===== src/rtl/argmax_pkg.sv =====
// Shared constants and helpers for the classifier arg-max sequencer.
package argmax_pkg;

   localparam logic [1:0] IDLE  = 2'd0;
   localparam logic [1:0] READ  = 2'd1;
   localparam logic [1:0] DRAIN = 2'd2;
   localparam logic [1:0] DONE  = 2'd3;

   localparam int CLASS_W = 5;

   // Number of two-channel reads needed to cover every class score.
   function automatic int pairCount(input int channels);
      return (channels + 1) / 2;
   endfunction

endpackage


===== src/rtl/argmax_pair_cmp.sv =====
// Folds one score pair into a running maximum; strict-greater updates, so ties keep the lower index.
module argmax_pair_cmp
   import argmax_pkg::*;
#(
   parameter int SW = 17
) (
   input  logic signed [SW-1:0]      curMax_i,
   input  logic        [CLASS_W-1:0] curIdx_i,
   input  logic signed [SW-1:0]      scoreA_i,
   input  logic signed [SW-1:0]      scoreB_i,
   input  logic        [CLASS_W-1:0] baseIdx_i,
   input  logic                      bValid_i,
   output logic signed [SW-1:0]      newMax_o,
   output logic        [CLASS_W-1:0] newIdx_o
);

   logic signed [SW-1:0]      midMax;
   logic        [CLASS_W-1:0] midIdx;

   // Channel 2k is judged first so that channel 2k+1 only wins if it beats both.
   always_comb begin
      midMax   = curMax_i;
      midIdx   = curIdx_i;
      newMax_o = curMax_i;
      newIdx_o = curIdx_i;
      if (scoreA_i > curMax_i) begin
         midMax = scoreA_i;
         midIdx = baseIdx_i;
      end
      newMax_o = midMax;
      newIdx_o = midIdx;
      if (bValid_i && (scoreB_i > midMax)) begin
         newMax_o = scoreB_i;
         newIdx_o = baseIdx_i + CLASS_W'(1);
      end
   end

endmodule


===== src/rtl/argmax_ctrl.sv =====
// Start/busy/done arg-max engine over the final layer's score buffer, two channels per read.
// Optional bias addition is enabled by defining ARGMAX_BIAS_EN.
module argmax_ctrl
   import argmax_pkg::*;
#(
   parameter int DATA_WIDTH     = 16,
   parameter int OUTPUT_CHANNEL = 10,
   parameter int ADDR_W         = 4
) (
   input  logic                         clk,
   input  logic                         rst,
   input  logic                         start,
   output logic                         busy,
   output logic                         rd_en,
   output logic        [ADDR_W-1:0]     rd_addr,
   input  logic signed [DATA_WIDTH-1:0] rd_data_a,
   input  logic signed [DATA_WIDTH-1:0] rd_data_b,
`ifdef ARGMAX_BIAS_EN
   input  logic signed [DATA_WIDTH-1:0] bias_a,
   input  logic signed [DATA_WIDTH-1:0] bias_b,
`endif
   output logic                         out_valid,
   input  logic                         out_ready,
   output logic        [CLASS_W-1:0]    class_idx,
   output logic signed [DATA_WIDTH:0]   max_val
);

   localparam int                SW        = DATA_WIDTH + 1;
   localparam int                P         = pairCount(OUTPUT_CHANNEL);
   localparam logic [ADDR_W-1:0] LAST_ADDR = ADDR_W'(P - 1);
   localparam bit                ODD_COUNT = (OUTPUT_CHANNEL % 2) == 1;

   logic [1:0]               state_q, state_d;
   logic [ADDR_W-1:0]        pairCnt_q, pairCnt_d;
   logic                     cmpValid_q;
   logic [ADDR_W-1:0]        cmpAddr_q;
   logic signed [SW-1:0]     maxVal_q;
   logic [CLASS_W-1:0]       maxIdx_q;

   logic signed [SW-1:0]     scoreA, scoreB, curMax, newMax;
   logic [CLASS_W-1:0]       curIdx, baseIdx, newIdx;
   logic                     firstPair, bValid;

   always_comb begin
      state_d   = state_q;
      pairCnt_d = pairCnt_q;
      case (state_q)
         IDLE: begin
            if (start) begin
               pairCnt_d = '0;
               state_d   = READ;
            end
         end
         READ: begin
            if (pairCnt_q == LAST_ADDR) begin
               state_d = DRAIN;
            end else begin
               pairCnt_d = pairCnt_q + 1'b1;
            end
         end
         DRAIN: state_d = DONE;
         DONE: begin
            if (out_ready) begin
               state_d = IDLE;
            end
         end
         default: state_d = IDLE;
      endcase
   end

`ifdef ARGMAX_BIAS_EN
   assign scoreA = {rd_data_a[DATA_WIDTH-1], rd_data_a} + {bias_a[DATA_WIDTH-1], bias_a};
   assign scoreB = {rd_data_b[DATA_WIDTH-1], rd_data_b} + {bias_b[DATA_WIDTH-1], bias_b};
`else
   assign scoreA = {rd_data_a[DATA_WIDTH-1], rd_data_a};
   assign scoreB = {rd_data_b[DATA_WIDTH-1], rd_data_b};
`endif

   // Pair 0 seeds the running max with channel 0, so its self-compare never replaces it.
   assign firstPair = (cmpAddr_q == '0);
   assign curMax    = firstPair ? scoreA : maxVal_q;
   assign curIdx    = firstPair ? '0 : maxIdx_q;
   assign baseIdx   = CLASS_W'({cmpAddr_q, 1'b0});
   assign bValid    = !(ODD_COUNT && (cmpAddr_q == LAST_ADDR));

   argmax_pair_cmp #(
      .SW (SW)
   ) u_pairCmp (
      .curMax_i  (curMax),
      .curIdx_i  (curIdx),
      .scoreA_i  (scoreA),
      .scoreB_i  (scoreB),
      .baseIdx_i (baseIdx),
      .bValid_i  (bValid),
      .newMax_o  (newMax),
      .newIdx_o  (newIdx)
   );

   always_ff @(posedge clk or posedge rst) begin
      if (rst) begin
         state_q    <= IDLE;
         pairCnt_q  <= '0;
         cmpValid_q <= 1'b0;
         cmpAddr_q  <= '0;
         maxVal_q   <= '0;
         maxIdx_q   <= '0;
      end else begin
         state_q    <= state_d;
         pairCnt_q  <= pairCnt_d;
         cmpValid_q <= (state_q == READ);
         cmpAddr_q  <= pairCnt_q;
         if (cmpValid_q) begin
            maxVal_q <= newMax;
            maxIdx_q <= newIdx;
         end
      end
   end

   assign busy      = (state_q != IDLE);
   assign rd_en     = (state_q == READ);
   assign rd_addr   = pairCnt_q;
   assign out_valid = (state_q == DONE);
   assign class_idx = maxIdx_q;
   assign max_val   = maxVal_q;

endmodule


===== config.mk =====
export PLATFORM = sky130hd
export DESIGN_NAME = argmax_ctrl
export DESIGN_NICKNAME = d
export VERILOG_FILES = /design/src/rtl/argmax_pkg.sv /design/src/rtl/argmax_pair_cmp.sv /design/src/rtl/argmax_ctrl.sv
export SDC_FILE = /design/constraint.sdc
export NUM_CORES = 1
export LEC_CHECK = 0
export CAP_MARGIN = 20
export CELL_PAD_IN_SITES_DETAIL_PLACEMENT = 0
export CELL_PAD_IN_SITES_GLOBAL_PLACEMENT = 1
export CORE_AREA = 2 2 95 97
export CTS_BUF_LIST = sky130_fd_sc_hd__clkbuf_8 sky130_fd_sc_hd__clkbuf_16
export DETAILED_ROUTE_END_ITERATION = 8
export DIE_AREA = 0 0 97 99
export DONT_BUFFER_PORTS = 1
export PLACE_DENSITY_LB_ADDON = 0.1
export SYNTH_ARGS = -nofsm -noshare
export SYNTH_HDL_FRONTEND = slang
export SYNTH_HIERARCHICAL = 1
export SYNTH_SLANG_ARGS = --single-unit

===== constraint.sdc =====
create_clock -name clk -period 7.85 [get_ports clk]
set_clock_uncertainty 0.1 [all_clocks]
set_input_delay 1.57 -clock clk [delete_from_list [all_inputs] [get_ports clk]]
set_output_delay 1.57 -clock clk [all_outputs]
set_load 0.05 [all_outputs]

==> results.sh, run 1 <==
export IMPL_status="completed"
export IMPL_vias_per_cell=5.18
export IMPL_hold_class="reg -> reg"
export IMPL_num_vias=2276
export IMPL_num_fill_cells=870
export IMPL_clock_fmax_mhz=158
export IMPL_first_pass_iters=4
export IMPL_drv_max_cap_violation_count=0
export IMPL_synthDistinctLibCells=50
export IMPL_avgSynthCellArea_sq_um=9.38
export IMPL_rsz0062_at_grt="no"
export IMPL_cts_root_to_sink_buffers=2
export IMPL_wl_per_cell_microns=16.0
export IMPL_finalSetupViolations=0
export IMPL_worst_slew_margin_rel_pct=33.2
export IMPL_synth_seq_cells=33
export IMPL_yosys_warnings=6
export IMPL_cts_repair_resized=0
export IMPL_grt_first_pass_wirelength_microns=12100
export IMPL_area_growth_synth_to_final_pct=6.67
export IMPL_fp_coreArea_sq_mm=0.00855
export IMPL_post_route_worst_setup_slack_ps=1510
export IMPL_critPathSlowestCell="sky130_fd_sc_hd__nor4_4"
export IMPL_tightest_slew_ps=1000
export IMPL_worst_endpoint_arrival_ps=6420
export IMPL_tritoncts="yes"
export IMPL_sequential_cell_area_sq_um=826
export IMPL_port_buffer_count=0
export IMPL_synth_main_ff_cell="sky130_fd_sc_hd__dfrtp_1"
export IMPL_routabilityCongestion=0.730
export IMPL_crit_chain="nor4_4, buf_4, mux2_2, inv_1, ha_1, a211oi_1, o21ai_0, a221oi_1, o21a_2, nand3b_1, nand2_4, mux2i_1, ha_1, a21oi_1, o21ai_0, a221oi_1, a21boi_0, a211oi_2, buf_4, inv_2, o311a_1, mux2_2"
export IMPL_placement_rows=34
export IMPL_detailedPlace_worstSlack_ps=1350
export IMPL_worst_ep_required_time_ps=7930
export IMPL_globalRoute_totalOverflow=0
export IMPL_cts_sinks=33
export IMPL_endpoint_kind="flip-flop"
export IMPL_drt_drc_violations_left=0
export IMPL_floorplan_io_pins=65
export IMPL_critical_path_startpoint_type="flip-flop"
export IMPL_start_util_pct=36.0
export IMPL_timing_setup_tns_ps=0
export IMPL_synthesized_instance_count=328
export IMPL_grt_pass1_vias=2407
export IMPL_timing_final_crit_period_ps=6340
export IMPL_netlist_area_sq_mm=0.00308
export IMPL_detailedRoute_firstIterationViolations=43
export IMPL_grt_util_all_layers_pct=15.5
export IMPL_h_tree_level_count=2
export IMPL_post_route_cells_drive_above_1_share_pct=17.8
export IMPL_insertedDiodeCount=0
export IMPL_detailed_place_hpwl_microns=5450
export IMPL_cts_hold_repair_buffers=0
export IMPL_max_stage_delay_ps=720
export IMPL_clk_latency_ps=290
export IMPL_timing_final_hold_violations=0
export IMPL_worst_setup_hold_path_clk_slew_ps=80
export IMPL_synth_edff_count=0
export IMPL_cts_buffers_inserted=5
export IMPL_worst_setup_path_type="reg -> reg"
export IMPL_ys_seq_area_share_pct=26.8
export IMPL_cts_setup_buffers=0
export IMPL_async_reset_ff_share_pct=100
export IMPL_full_die_area_sq_mm=0.00960
export IMPL_initial_antenna_violation_count=0
export IMPL_wirelength_microns=7020
export IMPL_route_antenna_remaining_nets=0
export IMPL_worst_path_max_fanout=37
export IMPL_die_height_microns=99
export IMPL_report_final_slew_viol_count=0
export IMPL_floorplan_die_width_microns=97
export IMPL_multiInputGateArea_sq_mm=0.00207
export IMPL_cts_root_buf="sky130_fd_sc_hd__clkbuf_8"
export IMPL_largest_net_degree_at_the_start_of_global_routing=38
export IMPL_fin_nets=408
export IMPL_min_period_over_period_pct=80.8
state kept, by name, summed over array words and instances (netlist names):
name	flops
class_idx	5
cmpAddr_q	4
cmpValid_q	1
max_val	17
rd_addr	4
state_q	2
per-layer routing:
layer | part of all wire (%) | vias to the layer above | track usage, % | routed length (microns)
met2 | 50 | 44 | 27.6 | 3500
met4 | 1.1 | 0 | 3.90 | 76
met3 | 5.6 | 6 | 4.68 | 396
met1 | 43 | 1049 | 18.3 | 3050
met5 | 0 | - | 0 | 0
li1 | - | 1177 | - | -
stage by stage:
stage / std cells / cell area, sq um / hold slack [ps] / util (%)
5_1_grt: 439 / 3280 / 512 / 38.4
3_5_place_dp: 431 / 3170 / 468 / 37.1
4_1_cts: 439 / 3280 / 487 / 38.4
6_report: 439 / 3280 / 476 / 38.4
3_3_place_gp: 431 / 3170 / 463 / 37.1
2_1_floorplan: 332 / 3090 / 434 / -
area by class of cell:
cell class                      count  share of cell area [%]
Clock inverter                      3                    1.41
Multi-Input combinational cell    257                    63.1
Sequential cell                    33                    25.2
Timing Repair Buffer                3                   0.686
Clock buffer                        5                    2.10
Tap cell                          108                    4.12
Inverter                           30                    3.43
path summary, 6_finish.rpt:
kind / from / endpoint / slack, ps / cells after the start
worst max-delay path: cmpAddr_q[1]$_DFF_PP0_ / class_idx[0]$_DFFE_PP0P_ / 1510 / 22
worst min-delay path: state_q[1]$_DFFE_PP0P_ / state_q[1]$_DFFE_PP0P_ / 480 / 1
worst max register to register: cmpAddr_q[1]$_DFF_PP0_ / class_idx[0]$_DFFE_PP0P_ / 1510 / 22
worst min register to register: state_q[1]$_DFFE_PP0P_ / state_q[1]$_DFFE_PP0P_ / 480 / 1
max in group asynchronous: rst / rd_addr[2]$_DFFE_PP0P_ / 6180 / 2
min in group asynchronous: rst / max_val[6]$_DFFE_PP0P_ / 1170 / 2
logic make-up (layout without fill, tap and decap cells):
family	after synthesis	count (layout)	synth area share (%)
compound gates	61	61	13.5
other cells	2	6	0.244
buf+inv	42	41	6.34
flops	33	33	26.8
mux	57	57	20.3
simple gates	90	90	15.4
fa+ha+maj	42	42	17.1
xor+xnor	1	1	0.285
cells in the mapped netlist, drive strengths merged (5+ instances only):
master	count	area share [%]
nor2	7	0.85
a21oi	9	1.5
nand3	8	1.3
ha	42	17
nor2b	9	1.8
clkbuf	5	0.61
dfrtp	33	27
mux2	38	14
mux2i	19	6.2
a21o	5	1.3
o21ai	24	3.9
nand2	43	5.5
buf	7	2.1
inv	30	3.7
nand4	6	1.2
worst max-delay path, delay by kind of cell (launching register included):
family                     cells  cell delay, ps
AOI/OAI and AO/OA             10            2130
adders and majority gates      2             500
buffers and inverters          4             900
DFF                            1             460
muxes                          3             920
and+or+nand+nor                3            1200
cells in the final DEF, fill, tap and decap left out, types with 7 or more instances in the layout:
master / instances
sky130_fd_sc_hd__nand2_1: 42
sky130_fd_sc_hd__ha_1: 42
sky130_fd_sc_hd__mux2_2: 36
sky130_fd_sc_hd__dfrtp_1: 33
sky130_fd_sc_hd__inv_1: 29
sky130_fd_sc_hd__mux2i_1: 19
sky130_fd_sc_hd__o21ai_0: 12
sky130_fd_sc_hd__o21ai_1: 12
sky130_fd_sc_hd__nor2b_1: 9
sky130_fd_sc_hd__a21oi_1: 9
sky130_fd_sc_hd__nand3_1: 8
sky130_fd_sc_hd__nor2_1: 7
Power of run 1 is not shown: default switching activity piles up to over one toggle a cycle in this logic, so the estimate is an artifact.
==> inputs of run 2 (changes only) <==
Clock period 7.85 ns to 5.66 ns, I/O delays scaled along.
==> results.sh, run 2 (synthesized netlist as in run 1, its figures left out) <==
export IMPL_status="completed"
export IMPL_first_pass_iters=4
export IMPL_drv_max_cap_violation_count=0
export IMPL_timing_final_hold_violations=0
export IMPL_most_common_cell_after_layout_fill_and_taps_aside="sky130_fd_sc_hd__nand2_1"
export IMPL_cts_sinks=33
export IMPL_cts_buffers_inserted=5
export IMPL_finished_layout_cell_area_sq_mm=0.00379
export IMPL_multiInputGateArea_sq_mm=0.00226
export IMPL_met2_wirelength_microns=3850
export IMPL_routabilityCongestion=0.775
export IMPL_tritoncts="yes"
export IMPL_fin_nets=443
export IMPL_worst_setup_path_type="reg -> reg"
export IMPL_full_die_area_sq_mm=0.00960
export IMPL_largest_reg_flops=17
export IMPL_clock_fmax_mhz=186
export IMPL_h_tree_level_count=2
export IMPL_most_common_layout_cells="42 x sky130_fd_sc_hd__nand2_1, 38 x sky130_fd_sc_hd__ha_1, 33 x sky130_fd_sc_hd__mux2_2"
export IMPL_report_final_slew_viol_count=0
export IMPL_detailedRoute_firstIterationViolations=29
export IMPL_post_route_cells_drive_above_1_share_pct=32.8
export IMPL_worst_setup_hold_path_clk_slew_ps=80
export IMPL_sequential_cell_area_sq_um=828
export IMPL_num_fill_cells=841
export IMPL_worst_path_max_fanout=8
export IMPL_timing_final_crit_period_ps=5390
export IMPL_critical_path_startpoint_type="flip-flop"
export IMPL_post_dp_cell_area_sq_mm=0.00327
export IMPL_floorplan_die_width_microns=97
export IMPL_fp_coreArea_sq_mm=0.00855
export IMPL_globalRoute_totalOverflow=0
export IMPL_wirelength_microns=7530
export IMPL_insertedDiodeCount=0
export IMPL_die_height_microns=99
export IMPL_clk_latency_ps=290
export IMPL_detailed_place_hpwl_microns=5590
export IMPL_route_layer_met1_wl_microns=3210
export IMPL_route_antenna_remaining_nets=0
export IMPL_hold_class="reg -> reg"
export IMPL_worst_slew_margin_rel_pct=31.0
export IMPL_tightest_slew_ps=1040
export IMPL_post_route_util_pct=44.3
export IMPL_worst_ep_required_time_ps=5740
export IMPL_finalSetupViolations=0
export IMPL_met3RoutedLength_microns=415
export IMPL_initial_antenna_violation_count=0
export IMPL_wl_per_cell_microns=15.9
export IMPL_top_sig_layer="met4"
export IMPL_placement_rows=34
export IMPL_num_vias=2414
export IMPL_largest_net_degree_at_the_start_of_global_routing=34
export IMPL_grt_first_pass_wirelength_microns=12200
export IMPL_drt_drc_violations_left=0
export IMPL_floorplan_io_pins=65
export IMPL_grt_util_all_layers_pct=15.5
export IMPL_grt_pass1_vias=2478
export IMPL_start_util_pct=36.0
export IMPL_min_period_over_period_pct=95.2
export IMPL_vias_per_cell=5.09
export IMPL_cts_hold_repair_buffers=0
export IMPL_port_buffer_count=0
export IMPL_finalHoldWorstSlack_ps=478
export IMPL_area_growth_synth_to_final_pct=23.0
export IMPL_worst_endpoint_arrival_ps=5470
export IMPL_cts_root_to_sink_buffers=2
export IMPL_endpoint_kind="flip-flop"
export IMPL_cts_root_buf="sky130_fd_sc_hd__clkbuf_8"
-- run 2: metal layers --
metal	global-route usage, %	vias to the layer above
met2	28.0	44
li1	-	1247
met1	17.6	1118
met5	0	-
met4	5.09	0
met3	4.54	5
-- run 2: what timing repair did --
| action | in CTS | in global routing |
|---|---|---|
| buffers inserted | 9 | 11 |
| gates resized for setup | 1 | 49 |
| setup endpoints to repair | 21 | 22 |
| pin swaps | 2 | 18 |
| gates cloned | 0 | 1 |
-- run 2: path summary, 6_finish.rpt --
| path | from | to | slack (ps) | cells after the start |
|---|---|---|---|---|
| max | cmpAddr_q[2]$_DFF_PP0_ | class_idx[2]$_DFFE_PP0P_ | 270 | 25 |
| max in group asynchronous | rst | cmpAddr_q[1]$_DFF_PP0_ | 4390 | 2 |
| max reg2reg | cmpAddr_q[2]$_DFF_PP0_ | class_idx[2]$_DFFE_PP0P_ | 270 | 25 |
| min | max_val[16]$_DFFE_PP0P_ | max_val[16]$_DFFE_PP0P_ | 480 | 2 |
| min reg2reg | max_val[16]$_DFFE_PP0P_ | max_val[16]$_DFFE_PP0P_ | 480 | 2 |
| min in group asynchronous | rst | max_val[12]$_DFFE_PP0P_ | 730 | 2 |
-- run 2: layout make-up --
cell class | instances | area share [%]
multi-input cells | 257 | 59.7
flip-flops and latches | 33 | 21.9
repair buffers | 38 | 8.82
well taps | 108 | 3.57
inverters | 30 | 3.04
clock buffers | 5 | 1.82
clock inverters | 3 | 1.22
-- run 2: worst max-delay path, stage by stage (launching register included) --
cell and delay (ps):
sky130_fd_sc_hd__dfrtp_2 430, sky130_fd_sc_hd__nor4_4 320, sky130_fd_sc_hd__buf_6 190, sky130_fd_sc_hd__mux2_4 320, sky130_fd_sc_hd__inv_1 100, sky130_fd_sc_hd__ha_4 210
sky130_fd_sc_hd__and2_4 150, sky130_fd_sc_hd__a221o_1 320, sky130_fd_sc_hd__a221oi_2 270, sky130_fd_sc_hd__o21a_2 210, sky130_fd_sc_hd__nand3b_1 140, sky130_fd_sc_hd__nand2_4 140
sky130_fd_sc_hd__buf_4 150, sky130_fd_sc_hd__buf_12 120, sky130_fd_sc_hd__mux2i_4 260, sky130_fd_sc_hd__ha_4 230, sky130_fd_sc_hd__nand4_1 150, sky130_fd_sc_hd__nor2_2 80
sky130_fd_sc_hd__a221oi_2 210, sky130_fd_sc_hd__a21boi_1 100, sky130_fd_sc_hd__a211oi_2 210, sky130_fd_sc_hd__buf_4 180, sky130_fd_sc_hd__buf_6 120, sky130_fd_sc_hd__a21oi_1 60
sky130_fd_sc_hd__o221a_2 230, sky130_fd_sc_hd__mux2_2 250
-- run 2: metrics by stage --
| step | instances | worst slack (ps) | setup TNS, ps |
|---|---|---|---|
| finish | 474 | 271 | 0 |
| global route | 474 | -9.50 | -9.50 |
| CTS | 462 | 19.7 | 0 |
| detailed placement | 445 | -139 | -1070 |
| global placement | 445 | -66.3 | -197 |
| floorplan | 332 | 166 | 0 |
Power of run 2 is left out for the same reason.
